**src/rtl/game_scan_if.sv**
```systemverilog
// Beam/strobe bundle from game_scan_timing to its consumer.
// The frame_cnt signal exists only when GAME_SCAN_FRAME_CNT_EN is defined.
interface game_scan_if;
    logic       hsync;
    logic       vsync;
    logic [7:0] sx;
    logic [8:0] sy;
    logic       display_enabled;
    logic       game_pix_stb;
    logic       frame_stb;
`ifdef GAME_SCAN_FRAME_CNT_EN
    logic [15:0] frame_cnt;

    modport master (
        output hsync, vsync, sx, sy, display_enabled, game_pix_stb, frame_stb,
        output frame_cnt
    );
    modport slave (
        input hsync, vsync, sx, sy, display_enabled, game_pix_stb, frame_stb,
        input frame_cnt
    );
`else
    modport master (
        output hsync, vsync, sx, sy, display_enabled, game_pix_stb, frame_stb
    );
    modport slave (
        input hsync, vsync, sx, sy, display_enabled, game_pix_stb, frame_stb
    );
`endif
endinterface

```
**src/rtl/game_scan_timing.sv**
```systemverilog
// VGA raster generator mapped onto a centred, integer-upscaled game window.
// Produces hsync/vsync plus game beam coordinates and strobes, all registered
// one clock after the raster position they describe.
// Optional macro GAME_SCAN_FRAME_CNT_EN adds a 16-bit frame counter output.
module game_scan_timing #(
    parameter int unsigned H_VISIBLE = 640,
    parameter int unsigned H_FRONT   = 16,
    parameter int unsigned H_SYNC    = 96,
    parameter int unsigned H_BACK    = 48,
    parameter int unsigned V_VISIBLE = 480,
    parameter int unsigned V_FRONT   = 10,
    parameter int unsigned V_SYNC    = 2,
    parameter int unsigned V_BACK    = 33,
    parameter int unsigned GAME_W    = 224,
    parameter int unsigned GAME_H    = 288,
    parameter int unsigned SCALE     = 1
) (
    input  logic         vga_pix_clk,
    input  logic         rst_n,
    game_scan_if.master  scan
);

    localparam int unsigned H_TOTAL   = H_VISIBLE + H_FRONT + H_SYNC + H_BACK;
    localparam int unsigned V_TOTAL   = V_VISIBLE + V_FRONT + V_SYNC + V_BACK;
    localparam int unsigned H_OFFSET  = (H_VISIBLE - GAME_W * SCALE) / 2;
    localparam int unsigned V_OFFSET  = (V_VISIBLE - GAME_H * SCALE) / 2;
    localparam int unsigned H_WIN_END = H_OFFSET + GAME_W * SCALE;
    localparam int unsigned V_WIN_END = V_OFFSET + GAME_H * SCALE;
    localparam int unsigned HS_START  = H_VISIBLE + H_FRONT;
    localparam int unsigned HS_END    = HS_START + H_SYNC;
    localparam int unsigned VS_START  = V_VISIBLE + V_FRONT;
    localparam int unsigned VS_END    = VS_START + V_SYNC;
    localparam int unsigned HC_W      = $clog2(H_TOTAL);
    localparam int unsigned VC_W      = $clog2(V_TOTAL);
    localparam int unsigned SUB_W     = (SCALE > 1) ? $clog2(SCALE) : 1;
    localparam int unsigned SX_W      = 8;
    localparam int unsigned SY_W      = 9;
    localparam int unsigned FC_W      = 16;

    // Raster and sub-pixel state, describing the current physical position
    logic [HC_W-1:0]  hc_q, hc_d;
    logic [VC_W-1:0]  vc_q, vc_d;
    logic [SUB_W-1:0] subx_q, subx_d;
    logic [SUB_W-1:0] suby_q, suby_d;
    logic [SX_W-1:0]  gx_q, gx_d;
    logic [SY_W-1:0]  gy_q, gy_d;

    // Registered outputs
    logic            hsync_q, hsync_d;
    logic            vsync_q, vsync_d;
    logic [SX_W-1:0] sx_q, sx_d;
    logic [SY_W-1:0] sy_q, sy_d;
    logic            de_q, de_d;
    logic            pix_stb_q, pix_stb_d;
    logic            frame_stb_q, frame_stb_d;

    logic line_end;
    logic in_win_x;
    logic in_win_y;

    // Raster counters and sub-pixel / game-pixel tracking for the next position
    always_comb begin
        hc_d   = hc_q;
        vc_d   = vc_q;
        subx_d = subx_q;
        suby_d = suby_q;
        gx_d   = gx_q;
        gy_d   = gy_q;

        line_end = (hc_q == HC_W'(H_TOTAL - 1));
        in_win_x = (hc_q >= HC_W'(H_OFFSET)) && (hc_q < HC_W'(H_WIN_END));
        in_win_y = (vc_q >= VC_W'(V_OFFSET)) && (vc_q < VC_W'(V_WIN_END));

        if (line_end) begin
            hc_d = '0;
            vc_d = (vc_q == VC_W'(V_TOTAL - 1)) ? '0 : vc_q + VC_W'(1);
        end else begin
            hc_d = hc_q + HC_W'(1);
        end

        // Horizontal: restart at the window's left edge, step inside it
        if (hc_d == HC_W'(H_OFFSET)) begin
            subx_d = '0;
            gx_d   = '0;
        end else if (in_win_x) begin
            if (subx_q == SUB_W'(SCALE - 1)) begin
                subx_d = '0;
                if (gx_q != SX_W'(GAME_W - 1)) begin
                    gx_d = gx_q + SX_W'(1);
                end
            end else begin
                subx_d = subx_q + SUB_W'(1);
            end
        end

        // Vertical: only moves on line ends; restart at the window's top edge
        if (line_end) begin
            if (vc_d == VC_W'(V_OFFSET)) begin
                suby_d = '0;
                gy_d   = '0;
            end else if (in_win_y) begin
                if (suby_q == SUB_W'(SCALE - 1)) begin
                    suby_d = '0;
                    if (gy_q != SY_W'(GAME_H - 1)) begin
                        gy_d = gy_q + SY_W'(1);
                    end
                end else begin
                    suby_d = suby_q + SUB_W'(1);
                end
            end
        end
    end

    // Output decode of the current position, registered below
    always_comb begin
        hsync_d     = 1'b1;
        vsync_d     = 1'b1;
        de_d        = 1'b0;
        sx_d        = '0;
        sy_d        = '0;
        pix_stb_d   = 1'b0;
        frame_stb_d = 1'b0;

        if ((hc_q >= HC_W'(HS_START)) && (hc_q < HC_W'(HS_END))) begin
            hsync_d = 1'b0;
        end
        if ((vc_q >= VC_W'(VS_START)) && (vc_q < VC_W'(VS_END))) begin
            vsync_d = 1'b0;
        end

        de_d = in_win_x && in_win_y;
        if (de_d) begin
            sx_d      = gx_q;
            sy_d      = gy_q;
            pix_stb_d = (subx_q == '0) && (suby_q == '0);
        end
        frame_stb_d = (hc_q == HC_W'(H_OFFSET)) && (vc_q == VC_W'(V_OFFSET));
    end

    // State and output registers
    always_ff @(posedge vga_pix_clk or negedge rst_n) begin
        if (!rst_n) begin
            hc_q        <= '0;
            vc_q        <= '0;
            subx_q      <= '0;
            suby_q      <= '0;
            gx_q        <= '0;
            gy_q        <= '0;
            hsync_q     <= 1'b1;
            vsync_q     <= 1'b1;
            sx_q        <= '0;
            sy_q        <= '0;
            de_q        <= 1'b0;
            pix_stb_q   <= 1'b0;
            frame_stb_q <= 1'b0;
        end else begin
            hc_q        <= hc_d;
            vc_q        <= vc_d;
            subx_q      <= subx_d;
            suby_q      <= suby_d;
            gx_q        <= gx_d;
            gy_q        <= gy_d;
            hsync_q     <= hsync_d;
            vsync_q     <= vsync_d;
            sx_q        <= sx_d;
            sy_q        <= sy_d;
            de_q        <= de_d;
            pix_stb_q   <= pix_stb_d;
            frame_stb_q <= frame_stb_d;
        end
    end

    assign scan.hsync           = hsync_q;
    assign scan.vsync           = vsync_q;
    assign scan.sx              = sx_q;
    assign scan.sy              = sy_q;
    assign scan.display_enabled = de_q;
    assign scan.game_pix_stb    = pix_stb_q;
    assign scan.frame_stb       = frame_stb_q;

`ifdef GAME_SCAN_FRAME_CNT_EN
    logic [FC_W-1:0] frame_cnt_q, frame_cnt_d;

    // Counts frames on the same edge that raises frame_stb
    always_comb begin
        frame_cnt_d = frame_cnt_q;
        if (frame_stb_d) begin
            frame_cnt_d = frame_cnt_q + FC_W'(1);
        end
    end

    // Frame counter register
    always_ff @(posedge vga_pix_clk or negedge rst_n) begin
        if (!rst_n) begin
            frame_cnt_q <= '0;
        end else begin
            frame_cnt_q <= frame_cnt_d;
        end
    end

    assign scan.frame_cnt = frame_cnt_q;
`endif

endmodule

```
**src/flat_wrapper.sv**
```systemverilog
// flat-port wrapper written by rule: the top's interface ports become plain ports
module game_scan_timing_flat 
#(
    parameter int unsigned H_VISIBLE = 640,
    parameter int unsigned H_FRONT   = 16,
    parameter int unsigned H_SYNC    = 96,
    parameter int unsigned H_BACK    = 48,
    parameter int unsigned V_VISIBLE = 480,
    parameter int unsigned V_FRONT   = 10,
    parameter int unsigned V_SYNC    = 2,
    parameter int unsigned V_BACK    = 33,
    parameter int unsigned GAME_W    = 224,
    parameter int unsigned GAME_H    = 288,
    parameter int unsigned SCALE     = 1
)
  (vga_pix_clk, rst_n, scan_hsync, scan_vsync, scan_sx, scan_sy, scan_display_enabled, scan_game_pix_stb, scan_frame_stb);
  game_scan_if scan_i ();
  input  logic vga_pix_clk;
  input  logic rst_n;
  output wire logic [$bits(scan_i.hsync)-1:0] scan_hsync;
  output wire logic [$bits(scan_i.vsync)-1:0] scan_vsync;
  output wire logic [$bits(scan_i.sx)-1:0] scan_sx;
  output wire logic [$bits(scan_i.sy)-1:0] scan_sy;
  output wire logic [$bits(scan_i.display_enabled)-1:0] scan_display_enabled;
  output wire logic [$bits(scan_i.game_pix_stb)-1:0] scan_game_pix_stb;
  output wire logic [$bits(scan_i.frame_stb)-1:0] scan_frame_stb;
  assign scan_hsync = scan_i.hsync;
  assign scan_vsync = scan_i.vsync;
  assign scan_sx = scan_i.sx;
  assign scan_sy = scan_i.sy;
  assign scan_display_enabled = scan_i.display_enabled;
  assign scan_game_pix_stb = scan_i.game_pix_stb;
  assign scan_frame_stb = scan_i.frame_stb;
  game_scan_timing #(.H_VISIBLE(H_VISIBLE), .H_FRONT(H_FRONT), .H_SYNC(H_SYNC), .H_BACK(H_BACK), .V_VISIBLE(V_VISIBLE), .V_FRONT(V_FRONT), .V_SYNC(V_SYNC), .V_BACK(V_BACK), .GAME_W(GAME_W), .GAME_H(GAME_H), .SCALE(SCALE)) u_core (.vga_pix_clk(vga_pix_clk), .rst_n(rst_n), .scan(scan_i));
endmodule
```
**config.mk**
```make
export PLATFORM = sky130hd
export DESIGN_NAME = game_scan_timing_flat
export DESIGN_NICKNAME = d
export VERILOG_FILES = /design/src/rtl/game_scan_if.sv /design/src/rtl/game_scan_timing.sv /design/src/flat_wrapper.sv
export SDC_FILE = /design/constraint.sdc
export NUM_CORES = 1
export LEC_CHECK = 0
export BUFFER_PORTS_ARGS = -buffer_cell sky130_fd_sc_hd__buf_4
export CORE_UTILIZATION = 30
export DETAILED_ROUTE_END_ITERATION = 16
export PLACE_DENSITY = 0.42
export SLEW_MARGIN = 20
export SYNTH_ARGS = -nofsm -noshare
export SYNTH_HDL_FRONTEND = slang
export SYNTH_SLANG_ARGS = --single-unit
```
**constraint.sdc**
```tcl
create_clock -name vga_pix_clk -period 2.5 [get_ports vga_pix_clk]
set_input_delay 0.25 -clock vga_pix_clk [delete_from_list [all_inputs] [get_ports vga_pix_clk]]
set_output_delay 0.25 -clock vga_pix_clk [all_outputs]
set_load 0.02 [all_outputs]
```
**Yosys cells after proc, flatten, opt, wreduce, memory -nomap -nowiden**

Cells that the tools add are included.

- Output and inout port bits: 22
- Bits of input ports: 2
- Register bits: 61
- Logic and storage cells: 75

- Reductions and logical operators: 14
- Equal/unequal tests: 10
- Bitwise logic cells: 2
- Add/sub/neg operators: 6
- Muxes and demuxes: 22
- Magnitude comparators: 8

Operator list:

| kind | count |
|---|---|
| two-way mux 9 bit | 5 |
| two-way mux 8 bit | 5 |
| less-than comparator 10 x 9 -> 1 bit, second input constant | 3 |
| two-way mux 10 bit | 3 |
| adder 10 x 1 -> 10 bit, second input constant | 2 |
| == test 10 bit, second input constant | 2 |
| == test 10 x 7 -> 1 bit, second input constant | 2 |
| == test 10 x 8 -> 1 bit, second input constant | 2 |
| greater-or-equal comparator 10 bit, second input constant | 1 |
| greater-or-equal comparator 10 x 7 -> 1 bit, second input constant | 1 |
| greater-or-equal comparator 10 x 8 -> 1 bit, second input constant | 1 |
| greater-or-equal comparator 10 x 9 -> 1 bit, second input constant | 1 |
| less-than comparator 10 bit, second input constant | 1 |
| adder 9 x 1 -> 9 bit, second input constant | 1 |
| two-way mux 1 bit | 9 |
| inequality test 9 bit, second input constant | 1 |
| adder 8 x 1 -> 8 bit, second input constant | 1 |
| inequality test 8 bit, second input constant | 1 |
| nonzero test 2 bit | 4 |
| logical AND 1 bit | 7 |
| inequality test 2 bit, second input constant | 2 |
| AND reduction 4 bit | 1 |
| AND reduction 3 bit | 1 |
| adder 1 bit, second input constant | 2 |
| 2 further kinds | 3 |

**Depth between registers and ports, before layout**

- Depth after elaboration: 6
- Mapped depth: 9
- Gate-level depth less buffers: 8

**Least setup slack after synthesis**

OpenSTA, ideal clock, no wires.

- Kind: reg-to-reg
- Start point: register u_core.vc_q[1]
- End point: register u_core.gy_q[0]
- Period minus slack after synthesis: 2.164 ns
- Data required time: 2.381 ns
- Arrival: 2.045 ns
- Setup time: 0.119 ns
- Path buffers: 2
- Slack: 0.336 ns
- Cell stages (with the launch flop): 10
- Cell sequence: dfrtp_1 -> ha_1 -> and3_1 -> buf_2 -> nor2b_1 -> or4_1 -> o31ai_1 -> o2111a_1 -> buf_6 -> nor2_1

- Longest elaborated chain between the ends: 6
- Elaborated cells between the ends (all ways): 13
- Those cells by class: add/sub (1); order compare (2); eq/ne (3); mux (3); reduce/logical (4)

RTL lines:

| what | line | text |
|---|---|---|
| start, declared | game_scan_timing.sv:42 | `logic [VC_W-1:0] vc_q, vc_d;` |
| start signal, assigned | game_scan_timing.sv:158 | `vc_q <= vc_d;` |
| adder 10 x 1 -> 10 bit or == test 10 bit (tied branches) | game_scan_timing.sv:76 | `vc_d = (vc_q == VC_W'(V_TOTAL - 1)) ? '0 : vc_q + VC_W'(1);` |
| two-way mux 10 bit | game_scan_timing.sv:76 |  |
| two-way mux 10 bit | game_scan_timing.sv:74 | `if (line_end) begin` |
| == test 10 x 7 -> 1 bit | game_scan_timing.sv:98 | `if (vc_d == VC_W'(V_OFFSET)) begin` |
| inequality test 2 bit (no source line) or nonzero test 2 bit (tied branches) | - |  |
| AND reduction 4 bit (no source line) | - |  |
| end signal, assigned | game_scan_timing.sv:162 | `gy_q <= gy_d;` |
| end, declared | game_scan_timing.sv:46 | `logic [SY_W-1:0] gy_q, gy_d;` |

Parallel ways exist; a longest one is shown, timed or not.
A chain may end at the register's enable or synchronous reset.

**Final worst setup path**

- Start point: register u_core.vc_q[0]
- End point: register u_core.gy_q[8]

Same word-level chain as after synthesis.

==> flow_metrics.env <==
export IMPL_drive_gt1_share_pct=18.1
export IMPL_synth_compound_area_share_pct=7.65
export IMPL_grt_max_degree=59
export IMPL_synth_nets=289
export IMPL_layout_commonest_cell="dfrtp_1"
export IMPL_tightest_slew_ns=0.858
export IMPL_yosys_area_share_simple_pct=25.3
export IMPL_failed_checks="negative hold slack"
export IMPL_die_width_microns=99.7
export IMPL_synth_top_family_by_area="simple AND/OR/NAND/NOR gates"
export IMPL_slew_headroom_pct=42.6
export IMPL_cp_top_family="simple AND/OR/NAND/NOR gates"
export IMPL_fmax_ghz=0.423
export IMPL_ctsResizeCount=0
export IMPL_cts_sinks=58
export IMPL_diodes=0
export IMPL_crit_chain="ha_1 > and3_1 > nor2b_1 > or4_1 > o31ai_2 > o2111a_2 > nor2_1"
export IMPL_areaGrowthSynthToFinish_pct=20.1
export IMPL_dp_hpwl_microns=3810
export IMPL_antenna_left=0
export IMPL_fin_crit_ns=2.37
export IMPL_worstSetupPathType="reg2reg"
export IMPL_syn_cell_area_sq_um=2860
export IMPL_routedWlPerCell_microns=13.1
export IMPL_synthMuxAreaShare_pct=0.699
export IMPL_yosys_area_share_adder_pct=3.50
export IMPL_setup_violations=0
export IMPL_status="finished, violations left"
export IMPL_cts_tree="done"
export IMPL_max_cap_violations=0
export IMPL_synth_cell_types=46
export IMPL_crit_buf_inv=0
export IMPL_port_buffers=23
export IMPL_cts_max_level=3
export IMPL_critPathMaxFanout=6
export IMPL_period_share_pct=94.6
export IMPL_n_fill_cell=944
export IMPL_dieArea_sq_um=9940
export IMPL_gp_congestion=0.768
export IMPL_worstSkewPairLatency_ns=0.33
export IMPL_rows=35
export IMPL_grt_overflow=0
export IMPL_synth_async_reset_ratio_pct=100
export IMPL_first_global_vias=2019
export IMPL_synth_edf_count=0
export IMPL_synth_ff_type="dfrtp_1"
export IMPL_cts_hold_buf=0
export IMPL_cts_buffers=9
export IMPL_die_h_microns=99.7
export IMPL_syn_avg_cell_area_sq_um=10.3
export IMPL_cts_buffer_depth=2
export IMPL_power_mw=1.98
export IMPL_final_cell_area_sq_um=3440
export IMPL_core_area_sq_um=9240
export IMPL_dr_pass1_iters=5
export IMPL_p_leak_nw=1.62
export IMPL_vias_per_cell=4.75
export IMPL_worstHoldPathType="in2async"
export IMPL_p_per_area_nw_per_um2=575
export IMPL_ys_seq_elements=58
export IMPL_vias=2108
export IMPL_drv_slew=0
export IMPL_start_kind="register"
export IMPL_ir_drop_v=0.000256
export IMPL_cp_end_kind="register"
export IMPL_finClkSkew_ns=0.00972
export IMPL_cp_data_arrival_time_ns=2.58
export IMPL_drc=0
export IMPL_crit_slowest_cell="or4_1"
export IMPL_finalWirelength_microns=5830
export IMPL_postSynthCellCount=279
export IMPL_clock_tree_root_cell="clkbuf_8"
export IMPL_rsz0062_at_grt="false"
export IMPL_antenna_found_initial=0
export IMPL_hold_viol_final=50
export IMPL_ioPinCount=24
export IMPL_grtUsageTotal_pct=12.4
export IMPL_slowest_delay_ns=0.48
export IMPL_hold_ws_ns=-0.0180
export IMPL_place_area_sq_um=3190
export IMPL_drt_iter0_drc=135
export IMPL_grt_pass1_wl_microns=9590
export IMPL_setup_tns_ns=0
export IMPL_path_clk_slew_ns=0.07
export IMPL_post_cts_buffers=0
export IMPL_ys_seq_area_share_pct=50.8
export IMPL_initial_core_util_pct=31.0
export IMPL_num_nets_final=320
export IMPL_yosys_warnings=0
export IMPL_most_common_layout_cells="dfrtp_1, nor2_1, buf_4"
export IMPL_synth_xor_area_share_pct=8.26
export IMPL_cp_required_ns=2.72
-- registers in the layout (all words and copies together), names as in the netlist --
name,count
u_core.scan.sx,8
u_core.gy_q,9
u_core.scan.hsync,1
u_core.scan.display_enabled,1
u_core.scan.vsync,1
u_core.scan.sy,9
u_core.gx_q,8
u_core.scan.frame_stb,1
u_core.vc_q,10
u_core.hc_q,10
-- power breakdown --
group | switching (mW) | total (mW) | leakage (nW) | internal (mW)
registers | 0 | 0.938 | 0.789 | 0.938
logic | 0.0175 | 0.0185 | 0.711 | 0.000980
clock network | 0.375 | 1.02 | 0.117 | 0.645
-- through the flow --
step                hold WS, ns  setup WS, ns  utilization (%)  instances
CTS                     0.00172        0.0589             37.0        443
floorplan               -0.0456         0.336                -        279
finish                  -0.0180         0.134             37.2        444
global route             0.0454        0.0223             37.2        444
detailed placement        0.371        0.0698             34.5        427
global placement          0.367         0.120             34.5        427
-- per-layer routing --
| layer | vias to the layer above | global-route usage [%] | routed length (microns) |
|---|---|---|---|
| li1 | 1033 | - | - |
| met1 | 1030 | 16.5 | 2990 |
| met2 | 35 | 19.0 | 2570 |
| met3 | 10 | 2.67 | 190 |
| met4 | 0 | 6.56 | 80 |
| met5 | - | 0 | 0 |
-- worst reg2reg max path: stages, from the launching register on --
cell      delay, ns
dfrtp_1        0.44
ha_1           0.25
and3_1         0.29
nor2b_1        0.06
or4_1          0.48
o31ai_2        0.33
o2111a_2       0.34
nor2_1         0.06
-- kinds of logic (layout without fill, tap and decap cells) --
kind of cell	after synthesis	in the layout
DFF	58	58
muxes	2	2
buffers and inverters	20	55
and+or+nand+nor	131	131
xor gates and xnor gates	27	27
adders and majority gates	8	8
AOI/OAI and AO/OA	33	34
-- cell type report --
class | instances | area [sq um] | share of cell area, %
clock buffers | 14 | 173 | 5.02
clock inverters | 2 | 60.1 | 1.75
inverters | 5 | 18.8 | 0.546
multi-input cells | 202 | 1320 | 38.3
flip-flops and latches | 58 | 1450 | 42.3
well taps | 129 | 161 | 4.69
repair buffers | 34 | 255 | 7.42
-- final timing paths --
path	startpoint	to	slack, ns	cells past startpoint
min	rst_n	u_core.scan.sx[3]$_DFF_PN0_	-0.02	1
max	u_core.vc_q[0]$_DFF_PN0_	u_core.gy_q[8]$_DFFE_PN0P_	0.13	7
max reg2reg	u_core.vc_q[0]$_DFF_PN0_	u_core.gy_q[8]$_DFFE_PN0P_	0.13	7
min reg2reg	u_core.gx_q[4]$_DFFE_PN0P_	u_core.scan.sx[4]$_DFF_PN0_	0.53	1
max in group asynchronous	rst_n	u_core.gy_q[6]$_DFFE_PN0P_	2.04	1
min in group vga_pix_clk	u_core.gx_q[4]$_DFFE_PN0P_	u_core.scan.sx[4]$_DFF_PN0_	0.53	1
-- cells in the mapped netlist (6+ instances only) --
library cell / number / area, sq um
a21oi_1: 8 / 40.0
and2_1: 18 / 113
and3_1: 7 / 43.8
buf_2: 6 / 30.0
dfrtp_1: 56 / 1400
ha_1: 8 / 100
nand2_1: 27 / 101
nand4_1: 15 / 93.8
nor2_1: 35 / 131
o21ai_0: 9 / 45.0
xnor2_1: 10 / 87.6
xor2_1: 17 / 149
Power figures use the tool's default switching activity.
